File: src/rtl/data_demux1to4_reg_if.sv
// Bus interface for the registered 1-to-4 data demultiplexer.
// master: the source/consumer side; slave: the demux itself.
// The xfer_count signal exists only when DEMUX_COUNT_EN is defined.
interface data_demux1to4_reg_if #(
  parameter int DATA_BUS_WIDTH = 16
);
  logic                      in_valid;
  logic                      in_ready;
  logic [1:0]                in_sel;
  logic [DATA_BUS_WIDTH-1:0] in_data;
  logic [3:0]                out_valid;
  logic [3:0]                out_ready;
  logic [DATA_BUS_WIDTH-1:0] out_data0;
  logic [DATA_BUS_WIDTH-1:0] out_data1;
  logic [DATA_BUS_WIDTH-1:0] out_data2;
  logic [DATA_BUS_WIDTH-1:0] out_data3;
  logic                      any_pending;
`ifdef DEMUX_COUNT_EN
  logic [31:0]               xfer_count;
`endif

  modport slave (
    input  in_valid, in_sel, in_data, out_ready,
    output in_ready, out_valid, out_data0, out_data1, out_data2, out_data3,
           any_pending
`ifdef DEMUX_COUNT_EN
    , output xfer_count
`endif
  );

  modport master (
    output in_valid, in_sel, in_data, out_ready,
    input  in_ready, out_valid, out_data0, out_data1, out_data2, out_data3,
           any_pending
`ifdef DEMUX_COUNT_EN
    , input xfer_count
`endif
  );
endinterface

File: src/rtl/data_demux1to4_reg.sv
// Registered 1-to-4 data demultiplexer: steers one word per cycle from the
// shared result bus into one of four one-entry holding slots, each with its
// own valid/ready handshake toward its consumer.
// Optional macro DEMUX_COUNT_EN adds xfer_count: four wrapping 8-bit
// per-slot drain counters (slot i at bits [8i+7:8i]).
//
// Per-slot state (held in r_valid[i]):
//   state | meaning
//   EMPTY | r_valid[i]=0, slot may be loaded
//   FULL  | r_valid[i]=1, word waiting for consumer i
module data_demux1to4_reg #(
  parameter int DATA_BUS_WIDTH = 16
) (
  input  logic                  clk,
  input  logic                  rst,
  data_demux1to4_reg_if.slave   bus
);

  logic [3:0]                r_valid;
  logic [DATA_BUS_WIDTH-1:0] r_data [4];

  logic                      w_in_ready;
  logic                      w_accept;
  logic [3:0]                w_load;
  logic [3:0]                w_drain;

  // A slot can take a word when it is empty or is being drained this cycle.
  assign w_in_ready = !r_valid[bus.in_sel] | bus.out_ready[bus.in_sel];
  assign w_accept   = bus.in_valid & w_in_ready;
  assign w_drain    = r_valid & bus.out_ready;

  // One-hot load strobe for the selected slot.
  always_comb begin
    w_load = 4'b0000;
    if (w_accept) w_load[bus.in_sel] = 1'b1;
  end

  // Slot occupancy: a load wins over a same-edge drain (pass-through).
  always_ff @(posedge clk or posedge rst) begin
    if (rst) r_valid <= 4'b0000;
    else     r_valid <= w_load | (r_valid & ~w_drain);
  end

  // Slot contents: written only on load, retained after drain.
  always_ff @(posedge clk or posedge rst) begin
    if (rst) begin
      for (int i = 0; i < 4; i++) r_data[i] <= '0;
    end else begin
      for (int i = 0; i < 4; i++)
        if (w_load[i]) r_data[i] <= bus.in_data;
    end
  end

`ifdef DEMUX_COUNT_EN
  logic [7:0] r_cnt [4];

  // Per-slot drain counters, wrapping 255 -> 0.
  always_ff @(posedge clk or posedge rst) begin
    if (rst) begin
      for (int i = 0; i < 4; i++) r_cnt[i] <= 8'd0;
    end else begin
      for (int i = 0; i < 4; i++)
        if (w_drain[i]) r_cnt[i] <= r_cnt[i] + 8'd1;
    end
  end

  assign bus.xfer_count = {r_cnt[3], r_cnt[2], r_cnt[1], r_cnt[0]};
`endif

  assign bus.in_ready    = w_in_ready;
  assign bus.out_valid   = r_valid;
  assign bus.out_data0   = r_data[0];
  assign bus.out_data1   = r_data[1];
  assign bus.out_data2   = r_data[2];
  assign bus.out_data3   = r_data[3];
  assign bus.any_pending = |r_valid;

endmodule

File: src/flat_wrapper.sv
// flat-port wrapper written by rule: the top's interface ports become plain ports
module data_demux1to4_reg_flat 
#(
  parameter int DATA_BUS_WIDTH = 16
)
  (clk, rst, bus_in_valid, bus_in_sel, bus_in_data, bus_out_ready, bus_in_ready, bus_out_valid, bus_out_data0, bus_out_data1, bus_out_data2, bus_out_data3, bus_any_pending);
  data_demux1to4_reg_if #(.DATA_BUS_WIDTH(DATA_BUS_WIDTH)) bus_i ();
  input  logic clk;
  input  logic rst;
  input wire logic [$bits(bus_i.in_valid)-1:0] bus_in_valid;
  input wire logic [$bits(bus_i.in_sel)-1:0] bus_in_sel;
  input wire logic [$bits(bus_i.in_data)-1:0] bus_in_data;
  input wire logic [$bits(bus_i.out_ready)-1:0] bus_out_ready;
  output wire logic [$bits(bus_i.in_ready)-1:0] bus_in_ready;
  output wire logic [$bits(bus_i.out_valid)-1:0] bus_out_valid;
  output wire logic [$bits(bus_i.out_data0)-1:0] bus_out_data0;
  output wire logic [$bits(bus_i.out_data1)-1:0] bus_out_data1;
  output wire logic [$bits(bus_i.out_data2)-1:0] bus_out_data2;
  output wire logic [$bits(bus_i.out_data3)-1:0] bus_out_data3;
  output wire logic [$bits(bus_i.any_pending)-1:0] bus_any_pending;
  assign bus_i.in_valid = bus_in_valid;
  assign bus_i.in_sel = bus_in_sel;
  assign bus_i.in_data = bus_in_data;
  assign bus_i.out_ready = bus_out_ready;
  assign bus_in_ready = bus_i.in_ready;
  assign bus_out_valid = bus_i.out_valid;
  assign bus_out_data0 = bus_i.out_data0;
  assign bus_out_data1 = bus_i.out_data1;
  assign bus_out_data2 = bus_i.out_data2;
  assign bus_out_data3 = bus_i.out_data3;
  assign bus_any_pending = bus_i.any_pending;
  data_demux1to4_reg #(.DATA_BUS_WIDTH(DATA_BUS_WIDTH)) u_core (.clk(clk), .rst(rst), .bus(bus_i));
endmodule
File: config.mk
export PLATFORM = sky130hd
export DESIGN_NAME = data_demux1to4_reg_flat
export DESIGN_NICKNAME = d
export VERILOG_FILES = /design/src/rtl/data_demux1to4_reg_if.sv /design/src/rtl/data_demux1to4_reg.sv /design/src/flat_wrapper.sv
export SDC_FILE = /design/constraint.sdc
export NUM_CORES = 1
export LEC_CHECK = 0
export BUFFER_PORTS_ARGS = -buffer_cell sky130_fd_sc_hd__buf_4
export CAP_MARGIN = 10
export CORE_MARGIN = 4
export CORE_UTILIZATION = 45
export CTS_CLUSTER_DIAMETER = 150
export CTS_CLUSTER_SIZE = 20
export DETAILED_ROUTE_END_ITERATION = 6
export PLACE_DENSITY = 0.87
export RECOVER_POWER = 25
export REMOVE_ABC_BUFFERS = 1
export SYNTH_ARGS = -nofsm -noshare
export SYNTH_HDL_FRONTEND = slang
export SYNTH_SLANG_ARGS = --single-unit
File: constraint.sdc
create_clock -name clk -period 2.3 [get_ports clk]
set_input_delay 0.46 -clock clk [delete_from_list [all_inputs] [get_ports clk]]
set_output_delay 0.46 -clock clk [all_outputs]
set_load 0.01 [all_outputs]
Word level (Yosys, flattened, before mapping)
Index checks and enable logic that the tools add are counted.
{"block": "op_classes", "magnitude_cmp": 2, "mux": 7, "n_reduce_logical": 3, "n_bitwise": 6}
{"op": "AND 4 bit", "count": 2}
{"op": "binary-select mux 1 bit (select 2 bit)", "count": 2}
{"op": "2-to-1 mux 4 bit", "count": 1}
{"op": "inverter 4 bit", "count": 1}
{"op": "OR 4 bit", "count": 1}
{"op": "OR reduction 4 bit", "count": 1}
{"op": "less-than comparator 2 x 3 -> 1 bit (second input constant)", "count": 1}
{"op": "2-to-1 mux 1 bit", "count": 3}
{"op": "demux 1 bit (select 2 bit)", "count": 1}
{"op": "greater-or-equal comparator 2 x 1 -> 1 bit (second input constant)", "count": 1}
{"op": "AND 1 bit", "count": 1}
{"op": "logical AND 1 bit", "count": 1}
{"op": "zero test 1 bit", "count": 1}
{"op": "OR 1 bit", "count": 1}
{"block": "totals", "reg_bits": 68, "wordCells": 23, "input_bits": 25, "output_inout_bits": 70}

Logic depth before layout (Yosys ltp)
Gate-level depths: netlist of the first run.
{"block": "depth", "ltp_word": 7, "ltp_mapped": 5, "mapped_depth_nobuf": 3}

Least setup slack after synthesis of the first run
Ideal clock, no wire load.
{"block": "synth_timing", "path_kind": "input to output", "start": "input bus_out_ready[0]", "end": "output bus_in_ready", "path_buffers": 0, "arrival_time_ns": 1.193, "setup_slack_ns": 0.647, "stages": 2, "cell_sequence": "nand2b_1 mux4_1"}
{"block": "synth_via", "elab_chain_cells": 3}
{"element": "start, declared", "line_no": "flat_wrapper.sv:13", "rtl": "input wire logic [$bits(bus_i.out_ready)-1:0] bus_out_ready;"}
{"element": "binary-select mux 1 bit (select 2 bit)", "line_no": "data_demux1to4_reg.sv:28", "rtl": "assign w_in_ready = !r_valid[bus.in_sel] | bus.out_ready[bus.in_sel];"}
{"element": "2-to-1 mux 1 bit (not written as such)", "line_no": "data_demux1to4_reg.sv:28"}
{"element": "OR 1 bit", "line_no": "data_demux1to4_reg.sv:28"}
{"element": "end, declared", "line_no": "flat_wrapper.sv:14", "rtl": "output wire logic [$bits(bus_i.in_ready)-1:0] bus_in_ready;"}
Every way passes these cells. The select of a mux whose other input is x is not followed.

Final worst setup path of the first run
{"block": "layout_timing", "start": "register u_core.r_valid[0], in the netlist u_core.bus.out_valid[0]", "end": "output bus_in_ready"}
{"block": "layout_via", "elab_chain_cells": 4}
{"element": "start, declared", "line_no": "data_demux1to4_reg.sv:19", "rtl": "logic [3:0] r_valid;"}
{"element": "start signal, assigned", "line_no": "data_demux1to4_reg.sv:41", "rtl": "else r_valid <= w_load | (r_valid & ~w_drain);"}
{"element": "binary-select mux 1 bit (select 2 bit)", "line_no": "data_demux1to4_reg.sv:28"}
{"element": "2-to-1 mux 1 bit (not written as such)", "line_no": "data_demux1to4_reg.sv:28"}
{"element": "zero test 1 bit", "line_no": "data_demux1to4_reg.sv:28"}
{"element": "OR 1 bit", "line_no": "data_demux1to4_reg.sv:28"}
Every way passes these cells. The select of a mux whose other input is x is not followed.

==> results of run 1 <==
[worst reg2reg max path: cells and delay by family (launching register included)]
kind | cells | cell delay [ns]
buf+inv | 1 | 0.33
mux | 1 | 0.39
flops | 1 | 0.39
simple gates | 2 | 0.32
[through the flow]
stage / cells / total power, µW / util, % / instance area (µm²)
final: 340 / 3620 / 63.0 / 3730
after global routing: 340 / 3810 / 63.0 / 3730
after floorplan: 151 / 2010 / - / 2650
after detailed placement: 324 / 2530 / 59.0 / 3500
after global placement: 324 / 2500 / 59.0 / 3500
after CTS: 340 / 3680 / 63.0 / 3730
[metal layers]
metal	GRT usage, %	vias up	wire, µm	part of all wire (%)
met5	0	-	0	0
met4	8.20	0	84	1.5
met3	4.32	8	440	7.7
met2	26.8	61	2740	48
met1	20.5	844	2440	43
li1	-	760	-	-
[cell type report]
cell class	instances	area, µm²	share of cell area [%]
sequential	68	1700	45.6
multi-input combinational	82	948	25.4
clock inverter	4	70.1	1.88
timing repair buffer	98	748	20.1
tap	75	93.8	2.52
clock buffer	12	165	4.43
inverter	1	3.75	0.101
[cell usage in the layout, fill, tap and decap left out]
master     Yosys  layout
clkbuf_8       0      12
nand2b_1       4       4
buf_12         2       1
and3_1         1       1
mux4_1         1       1
nor2b_2        1       2
nor3b_4        1       1
bufinv_16      0       2
mux2_1         3       3
clkbuf_4       0       1
nand2_1        4       4
nand3b_4       1       1
inv_1          1       1
or4_1          1       1
mux2_4        20      20
buf_4          1      96
o21ai_0        1       1
clkinv_2       0       2
nand2_2        1       1
mux2_2        41      41
dfrtp_1       68      68
nand3_1        1       1
[flip-flops by register name, summed over array words and instances, names as in the netlist]
register / count
u_core.bus.out_data1: 16
u_core.bus.out_data3: 16
u_core.bus.out_data0: 16
u_core.bus.out_valid: 4
u_core.bus.out_data2: 16
[path summary, 6_finish.rpt]
kind,start,endpoint,slack [ns],cells past startpoint
max,u_core.bus.out_valid[0],bus_in_ready,0.35,3
min,rst,u_core.bus.out_data1[12],0.36,2
max reg2reg,u_core.bus.out_valid[1],u_core.bus.out_data1[10],0.76,4
min reg2reg,u_core.bus.out_data3[10],u_core.bus.out_data3[10],0.51,1
max in group asynchronous,rst,u_core.bus.out_data3[13],1.19,3
min in group clk,bus_in_data[12],u_core.bus.out_data0[12],0.37,2
[cell families after synthesis]
kind of cell / after synthesis
AOI/OAI and AO/OA: 1
DFF: 68
muxes: 65
buffers and inverters: 7
and+or+nand+nor: 16
[report_power, final]
group | switching (µW) | total [µW] | internal, µW
combinational | 356 | 916 | 560
sequential | 142 | 1580 | 1440
clock | 429 | 1130 | 696
total | 927 | 3620 | 2700
==> impl_summary.md, run 1 <==
Run status
The run finished with clean final reports.

Detailed routing
The DRC violation count after routing is 0. The detail route stage leaves a number of antenna-violating nets equal to 0. The final routed wirelength across all metal layers is 5710 µm. The via density per instance is roughly 4.9. For this block, the initial DRC count from the detailed router was 30.

After detailed routing, the average wire length per cell comes to roughly 17 µm. The via total after detailed routing is 1673. The first detailed-routing pass ran for 3 iterations.

Global route
The largest net degree at the start of global routing is 45. The global-route wire length before repair is 9380 µm. The aggregate global routing overflow is 0. The initial antenna violation count was 0. The via count of the first global-routing pass is approximately 1800. Global routing consumed, over all layers together, roughly 17% of the routing resources.

Timing
The worst path uses 84.9% of the clock period. The count of final hold-check violations is 0. The total negative setup slack is 0 ns.

The transition time at the pin with the least slew margin is about 0.96 ns. The top achievable clock speed is between 0.5 and 0.6 GHz. Setup repair after global routing left no endpoint under its margin. Hold timing on the final database bottoms out at a slack of about 0.36 ns. The max-slew violation count is 0. Setup violations remaining at the end of the flow were counted as 0.

The post-layout minimum cycle time is a little under 2 ns. In this run the tightest slew margin relative to its limit is 35.6%. After layout, the worst setup slack is 0.348 ns.

The clock arrives with just under 0.006 ns of skew.

Critical path
The type of the worst setup path is reg2out. The gate family responsible for the most delay along the worst path is multiplexers. The worst path required time is ~1.8 ns. STA classifies the critical path endpoint as a primary output.

Data arrives at the worst endpoint at about 1.5 ns. The maximum fanout count along the critical path is 3. The critical-path cell with the highest stage delay is mux4_1. The critical path buffer and inverter count is 1. The stage delay of the slowest cell on the critical path is around 0.5 ns. The startpoint class of the critical path is a flip-flop. The critical path goes through nand2b_1 > mux4_1 > buf_4.

Clock tree
The H-tree was split into 3 levels. The total of cells resized after clock tree synthesis is 0. The clock passes through at most 2 buffers. In this run the post-CTS setup repair buffer count came out at 0. Counting the buffers created by CTS gives 9. For the worst-skew pair, the clock arrives at the later sink with an insertion delay of between 0.3 and 0.4 ns. CTS placed an instance of clkbuf_8 at the clock tree root.

The clock sink total is a little under 70. The clock tree from TritonCTS is built. The number of buffers inserted by hold repair at cts is 0. Clock-pin slew was measured on the worst setup and hold paths at about 0.07 ns.

Flow run
The max-cap check violation count is 0.

Floorplan
The number of placed I/O pins is 95. The height of the die is 86.0 µm. The die width is ~86 µm. After floorplanning, the core was sized to cover 0.00592 mm². The floorplan step defined a die boundary enclosing approximately 0.0074 mm². In this run the core area contains 28 standard-cell rows.

Once the floorplan was initialized, standard cells occupied 46.2% of the core.

Placed design
The final estimated routing congestion in global placement is just under 0.8. At the placement stage, the worst setup path has a slack of 0.411 ns. The half-perimeter wire length after detailed placement is between 4000 and 5000 µm. The count of buffers added on input and output ports is between 90 and 100.

Logic synthesis
Counting flops with a built-in enable in the synthesized netlist gives 0. The combined area of all synthesized cells is approximately 0.0027 mm². The largest family of logic cells by synthesized area is multiplexers. The Yosys step of the flow raised 0 warnings. The share of the Yosys chip area taken by registers is 62.2%. Summing the areas of all and, or, nand and nor instances in the mapped netlist gives about 4.3% of the synthesized area. The number of different library cells in the post-synthesis netlist is 21. Of the total synthesized cell area, the portion taken by full adders, half adders and majority gates is 0%. Ranked by instance count, the synthesized netlist is headed by dfrtp_1 (68), mux2_2 (41), mux2_4 (20).

After synthesis the netlist holds a flip-flop and latch count of 68. The synthesized netlist devotes 0.183% of its cell area to compound gates. The gate count after technology mapping is between 150 and 200.

The synthesized netlist devotes 0% of its cell area to XOR and XNOR gates. The flip-flop cell with the highest count after synthesis is dfrtp_1. After synthesis, the share of flip-flops with an asynchronous set or reset is between 90% and 100%. After synthesis, the share of cell area in mux cells is a little under a third.

Of the post-synthesis cell area, the dominant cell type holds between 60 and 70%. Yosys attributes the largest share of cell area to dfrtp_1 (62%), mux2_2 (17%), mux2_4 (11%). The cell with the most instances after synthesis is dfrtp_1. The synthesized area divided by synthesized cell count is 17.4 µm². The largest total area in the synthesized netlist belongs to dfrtp_1.

Cells and area
The number of nets at the end of the flow is around 290. Of the cells placed in the final design, the portion with a size suffix greater than 1 is about two thirds. The post-synthesis to final-layout area growth is 36.4%. The fill cell total of the finished layout is approximately 440.

The repair_antennas step left the layout with diodes totalling 0.

Power and ir drop
In this run the static leakage power is 0.00180 µW. Dividing total power by cell area gives a power density of 971 mW/mm². VDD sags by at most between 0.5 and 0.6 mV.

Min path
In this run the worst hold path is classified as in2async.
Note: power is estimated with default switching activity, not from simulation.
==> inputs of run 2 (changes only) <==
Settings changed: ABC_AREA set to 1, PLACE_DENSITY 0.87 to 0.82.
Clock period 2.3 ns to 2 ns, I/O delays scaled along.
==> run 2 against run 1 <==
Compared with the run above: combinational power increased by 16%; worst setup slack worse by 0.12 ns; clock power shrank 13%; area after synthesis increased by 13%; first-iteration DRC count grew to 6.7 times the previous value; sequential share of layout area fell by 2.1 points; core utilization decreased by 5.1 points; total power increased by 6.3%.
==> impl_summary.md, run 2 <==
Cells and area
In the final layout, flip-flops and latches occupy 0.00170 mm². Leaving out fill and tap cells, the most frequent cells in the layout are nand2_1 (135), buf_4 (99), dfrtp_1 (68), nand4_1 (65), clkbuf_8 (11). The area of combinational cells with multiple inputs is approximately 0.0011 mm².

From synthesis to final layout, the design area changed by 26.0%. In the final design database the tool counted 436 nets. 0 antenna diodes ended up in the layout. The post-route netlist has between 30% and 40% of its cells at a drive strength greater than 1. The layout has 610 filler cells.

Leaving out fill and tap cells, the most frequent cell in the layout is nand2_1.

Timing
The setup violation total in the final timing report is 0. The count of final hold-check violations came to 0. Static timing analysis puts the maximum clock frequency at between 0.5 and 0.6 GHz. The hold slack is 0.257 ns. The setup clock skew after layout is approximately 0.011 ns. Setup repair after global routing left no endpoint under its margin. The worst pin sits at a relative slew slack of about 2.8%. The clock period could shrink to ~1.8 ns. After layout, the worst path uses 88.5% of the clock period.

The max-slew violation count is 0. At the pin with the least slew margin, the transition time is about 1.5 ns.

Logic synthesis
Sorting the synthesized cells by area gives the leading types as dfrtp_1 (55%), nand2_1 (16%), nand4_1 (13%). The share of synthesized area in the top cell type comes to 54.8%. The portion of the post-synthesis area used by sequential elements is 54.8%.

For this run, the number of Yosys warnings is 0. The combined area of all synthesized cells is between 0.003 and 0.004 mm². The register bit total from synthesis is ~70. Among all cell types in the netlist, the one instantiated most often is nand2_1. For this run, the leading register cell type out of synthesis is dfrtp_1. The number of flops mapped to enable cells by yosys is 0. Counting every instance in the synthesized netlist gives 323. The synthesized netlist contains 20 unique library cells.

Counting instances in the post-synthesis netlist gives the leading cell types as nand2_1 (135), dfrtp_1 (68), nand4_1 (65). The top cell type by total area after synthesis is dfrtp_1. The synthesized area divided by synthesized cell count is about 9.6 µm². After synthesis, the share of flip-flops with an asynchronous set or reset is 100%.

Detailed routing
The final routed wirelength across all metal layers is 7990 µm. The detailed router's first-iteration violation count is about 200. The count of nets left with antenna violations once routing finished came out at 0.

The routed layout has approximately 2700 vias. The average wire length per cell after detail routing is 16.1 µm. The first TritonRoute pass finished after 4 iterations. The DRC violation count after routing is 0.

The via density per instance is around 5.4.

Global route
Entering global routing, the biggest net connects 69 pins. The via count of the first global-routing pass is 2647. The global-route wire length before repair is ~14000 µm.

The initial antenna violation count came to 0. The combined global-route utilization of all metal layers is between 20% and 30%. The aggregate global routing overflow is 0.

Power and ir drop
Summed over all cells, the static leakage comes to ~0.0021 µW. Net switching is between 30% and 40% of the power. The power density over the cells is approximately 980 mW/mm². The overall power of the completed layout is a little under 4000 µW. The worst-case IR drop observed on VDD is 0.497 mV. In this run the power spent charging and discharging nets is between 1000 and 1500 µW.

The internal power consumption is ~2700 µW. Combinational logic burns between 20% and 30% of the power. In this run, the clock network consumes approximately a quarter of the power. The portion of total power attributed to sequential cells is between 40% and 50%.

Min path
In this run the most critical hold path is launched from bus_out_ready[3]. The tightest min-delay check is of the in2reg type.

Flow run
Max-cap violations in this run came to 0.

Floorplan
For this configuration, the core starts out at a cell density of roughly 46%. The total number of placement rows is 30. 95 I/O pins were placed. The die width is between 90 and 100 µm. The die covers approximately 0.0083 mm². The floorplan step defined a core boundary enclosing a little under 0.007 mm². The height of the die is around 90 µm.

Critical path
The worst path required time is 1.60 ns. STA classifies the critical path endpoint as a primary output. The critical register-to-register path startpoint is u_core.bus.out_valid[1]. The data arrival time at the worst-slack endpoint is 1.37 ns. The maximum fanout count along the critical path is 23. The startpoint of the worst setup timing path is u_core.bus.out_valid[1]. The critical path is of the reg2out type.

The startpoint class of the critical path is a flip-flop.

Run status
The flow ran to the end, and the final reports show no timing, DRC or antenna violations.

Clock tree
The clock reaches the later pin of the worst-skew pair after approximately 0.33 ns. The total of cells resized after clock tree synthesis is 0. The maximum clock insertion buffer count is 2. The tree built by TritonCTS fans out to 68 sinks.

The clock slew at the register clock pins of the worst setup and hold paths is ~0.070 ns. The number of buffers inserted by hold repair at cts is 0. The total CTS buffers is 9. The number of post-CTS setup repair buffers is 0. Clock tree synthesis selected as its root buffer the cell clkbuf_8.

The H-tree was split into 3 levels. TritonCTS built the clock tree.

Placed design
The half-perimeter wire length after detailed placement is 5380 µm. At the end of routability-driven placement, the weighted congestion stood at around 0.78. The number of port buffers is 94.
-- run 2: final timing paths --
| check | end | slack (ns) | cells past startpoint |
|---|---|---|---|
| max | bus_in_ready | 0.23 | 6 |
| min | u_core.bus.out_valid[3] | 0.26 | 2 |
| max reg2reg | u_core.bus.out_data3[7] | 0.53 | 8 |
| min reg2reg | u_core.bus.out_data0[3] | 0.48 | 2 |
| max in group asynchronous | u_core.bus.out_data3[1] | 0.53 | 3 |
| min in group asynchronous | u_core.bus.out_data2[13] | 0.58 | 3 |
-- run 2: through the flow --
| stage | instances | instance area [µm²] | worst slack, ns | util [%] | TNS, ns |
|---|---|---|---|---|---|
| after floorplan | 298 | 2870 | -0.112 | - | -7.58 |
| after global placement | 480 | 3760 | 0.366 | 55.6 | 0 |
| after detailed placement | 480 | 3760 | 0.297 | 55.6 | 0 |
| after CTS | 495 | 3930 | 0.219 | 58.1 | 0 |
| after global routing | 495 | 3910 | 0.122 | 57.9 | 0 |
| final | 495 | 3910 | 0.230 | 57.9 | 0 |
-- run 2: cell families (layout without fill, tap and decap cells) --
logic type / count (synthesis) / in the layout / synth area share, %
flip-flops: 68 / 68 / 54.8
AO/OA/AOI/OAI: 4 / 4 / 0.645
buffers and inverters: 33 / 125 / 8.75
AND/OR/NAND/NOR: 218 / 218 / 35.8
-- run 2: worst max-delay path, stage by stage, from the launching register on --
cell and delay [ns]:
dfrtp_1 0.40, nand2_1 0.08, nand2_1 0.06, nand2_1 0.07
nand2_2 0.09, nand2_8 0.18, buf_4 0.16
-- run 2: routing by layer --
layer | vias to the layer above | track usage (%) | wire length, µm
li1 | 1273 | - | -
met1 | 1282 | 27.6 | 3440
met2 | 97 | 32.7 | 3860
met3 | 2 | 6.21 | 678
met4 | 0 | 4.52 | 17
met5 | - | 0 | 0
-- run 2: area by class of cell --
type / count / share of cell area, %
clock buffers: 13 / 4.06
flip-flops and latches: 68 / 43.5
clock inverters: 2 / 0.256
well taps: 80 / 2.56
multi-input cells: 222 / 28.9
inverters: 8 / 0.896
repair buffers: 102 / 19.8
-- run 2: power by group through the flow --
stage                     combinational [µW]  sequential, µW  clock, µW
after floorplan                          322            1930          0
after global placement                  1050            1830          0
after detailed placement                1080            1830          0
after CTS                               1090            1810       1010
after global routing                    1180            1840       1070
final                                   1060            1810        983
==> inputs of run 3 (changes only) <==
Settings changed: PLACE_DENSITY 0.82 to 0.76.
==> run 3 against run 2 <==
Compared with the run above: the run now ends with capacitance limit, slew limit left; design area grew 0.32%; final cell count stayed put; flip-flop and latch count unchanged; register-to-register slack got worse by 0.06 ns; clock-buffer cell count decreased by 3; routed wire length rose by 5.2%.
==> impl_summary.md, run 3 (same netlist as run 2, synthesis figures left out) <==
Run status
The run finished, with violations left. The final reports fail on capacitance limit, slew limit.

Power and ir drop
Internal power comes to 2710 µW. The analysis attributes to net switching a power of between 1000 and 1500 µW. The portion of total power attributed to sequential cells is about 46%. The switching portion of total power is a little under a third. The largest voltage drop on the vdd net is roughly 0.46 mV. The part of the power in the clock network is 27.2%. After layout, the design draws a total of 3950 µW. The share of total power in combinational logic is between 20 and 30%. The power density over the cells is a little over 1000 mW/mm². For this design the static power due to leakage is 0.00211 µW.

Timing
The transition time at the pin with the least slew margin is ~1.5 ns. The max-slew violation count was 68. Setup slack closes at about 0.24 ns.

The top achievable clock speed is 0.569 GHz. The clock arrives with 0.00792 ns of skew. The count of final hold-check violations is 0. Dividing the final minimum period by the clock period gives between 80% and 90%. Setup repair after global routing left no endpoint under its margin. The post-layout minimum cycle time is about 1.8 ns. Setup violations remaining at the end of the flow were counted as 0.

Headroom to the max-slew limit came out at -0.716%. Adding up every negative setup slack in the final design gives 0 ns.

Clock tree
The tree is rooted in a clkbuf_8. After clock tree synthesis, the clock-pin slew on the worst setup and hold paths is 0.07 ns. For this design, the CTS-stage hold fixing added 0 buffers.

The total CTS buffers is 9. The clock latency of the later-clocked register in the worst-skew pair is approximately 0.34 ns. Post-CTS timing repair inserted 0 buffers for setup.

The total of cells resized after clock tree synthesis is 0. No sink is reached through more buffers than the 2 on the longest clock path. The level count of the clock H-tree is 3. The clock tree from TritonCTS is built. The clock sink total is about 70.

Critical path
Along the worst path, the maximum fanout reaches 12. The critical path goes through nand2_2 > nand2_1 > nand2_1 > nand2_2 > nand2_8 > buf_4. The data arrival time at the worst-slack endpoint is between 1 and 1.5 ns. The largest single stage delay on the critical path is around 0.41 ns. In this run the critical register-to-register path is launched from u_core.bus.out_valid[0].

The critical-path cell with the highest stage delay is dfrtp_1. The kind of end point of the critical path is a primary output. The startpoint class of the critical path is a flip-flop.

Data on the critical path is required at its endpoint by 1.60 ns. The count of cell instances traversed by the critical path is 6. The setup slack of the worst register-to-register path is 0.47 ns. The type of the worst setup path is reg2out. In this run the critical register-to-register path is captured at u_core.bus.out_data3[0].

Together, buffers and inverters on the worst path number 1. The cell depth of the worst flop-to-flop path is 8. The gate family responsible for the most delay along the worst path is simple AND/OR/NAND/NOR gates.

Detailed routing
For this block, the routed nets add up to about 8400 µm of wire. The via density per instance is around 5.5. The routed layout has between 2000 and 3000 vias. For this run, design rule violations remaining after detail routing come to 0.

In the final routed layout, each cell accounts on average for approximately 17 µm. The first routing iteration left between 200 and 250 violations. The number of optimization iterations in the first detailed-route pass is 5.

The number of antenna-violating nets in the routed design is 0.

Global route
Global routing used 20.9% of the available tracks. The initial antenna violation count was 0. The largest net degree at the start of global routing is 69. The first global-routing pass estimated about 14000 µm of wire. The via count of the first global-routing pass is ~2600. The total overflow left after global routing is 0.

Placed design
Once detailed placement completed, the half-perimeter wirelength came to between 5000 and 6000 µm. The number of port buffers is between 90 and 100. Counting tap cells, the placed design contains a total of 480 instances. Routability-driven placement finished with a final weighted congestion of around 0.78.

OpenSTA, run right after detailed placement, puts the worst setup slack at around 0.24 ns.

Floorplan
Once the floorplan was initialized, standard cells occupied about 46% of the core. The height of the die is between 90 and 100 µm. For this design the top-level I/O count stands at 95.

The area inside the core boundary is between 0.006 and 0.007 mm². The total number of placement rows is 30. The area of the die is approximately 0.0083 mm². Measured along the x axis, the die boundary spans roughly 90 µm.

Min path
The depth of the worst hold-timing path is 2. The path class of the tightest hold or removal check is in2reg. The sink of the worst hold path is u_core.bus.out_valid[2]. The origin of the worst min-delay path is bus_out_ready[2].

Cells and area
The antenna diode count is 0. Leaving out fill and tap cells, the most frequent cell in the layout is nand2_1. The post-synthesis to final-layout area growth is 26.5%. Once layout is complete, the cells apart from fillers number about 500. In the layout the commonest cells are nand2_1 (135), buf_4 (99), dfrtp_1 (68), nand4_1 (65), clkbuf_8 (9). The ratio of cells with drive above 1 in the final layout is between 30 and 40%. The number of nets at the end of the flow is about 440.

Flow run
Max-cap violations in this run came to 1.
## run 3: changes by cell type in the layout (fill, tap and decap cells not counted)
cell / previous run / this run
clkbuf_8: 11 / 9
bufinv_16: 0 / 1
clkbuf_1: 2 / 1
clkinv_4: 0 / 1
clkinv_2: 2 / 3
## run 3: metal layers
| layer | vias up | global-route usage [%] | wire length (µm) | share of wire, % |
|---|---|---|---|---|
| li1 | 1270 | - | - | - |
| met1 | 1314 | 28.8 | 3610 | 43 |
| met2 | 113 | 32.1 | 4160 | 50 |
| met3 | 6 | 5.88 | 583 | 6.9 |
| met4 | 0 | 6.41 | 51 | 0.61 |
| met5 | - | 0 | 0 | 0 |
## run 3: worst max path at each step
stage | startpoint | slack, ns | end
3_5_place_dp | bus_in_sel[0] | 0.24 | u_core.bus.out_data3[0]
4_1_cts | u_core.bus.out_valid[0] | 0.22 | bus_in_ready
3_3_place_gp | bus_in_sel[0] | 0.39 | u_core.bus.out_data1[3]
6_report | u_core.bus.out_valid[0] | 0.24 | bus_in_ready
5_1_grt | rst | 0.15 | u_core.bus.out_data2[5]
2_1_floorplan | rst | -0.11 | u_core.bus.out_data0[0]
## run 3: layout make-up
cell class,instances,area [µm²]
inverters,8,35.0
flip-flops and latches,68,1700
repair buffers,102,776
multi-input cells,222,1130
clock buffers,10,128
fillers,604,2830
clock inverters,5,53.8
well taps,80,100
## run 3: stage by stage
step	instance area (µm²)	hold slack, ns	utilization (%)
2_1_floorplan	2870	0.481	-
3_3_place_gp	3760	0.456	55.6
3_5_place_dp	3760	0.460	55.6
4_1_cts	3940	0.143	58.3
5_1_grt	3920	0.222	58.1
6_report	3920	0.232	58.1
## run 3: power by group through the flow
stage	clock, µW	sequential (µW)	combinational [µW]
after global placement	0	1830	1050
after CTS	1100	1810	1080
after global routing	1170	1850	1170
final	1080	1810	1060
after detailed placement	0	1840	1080
after floorplan	0	1930	322
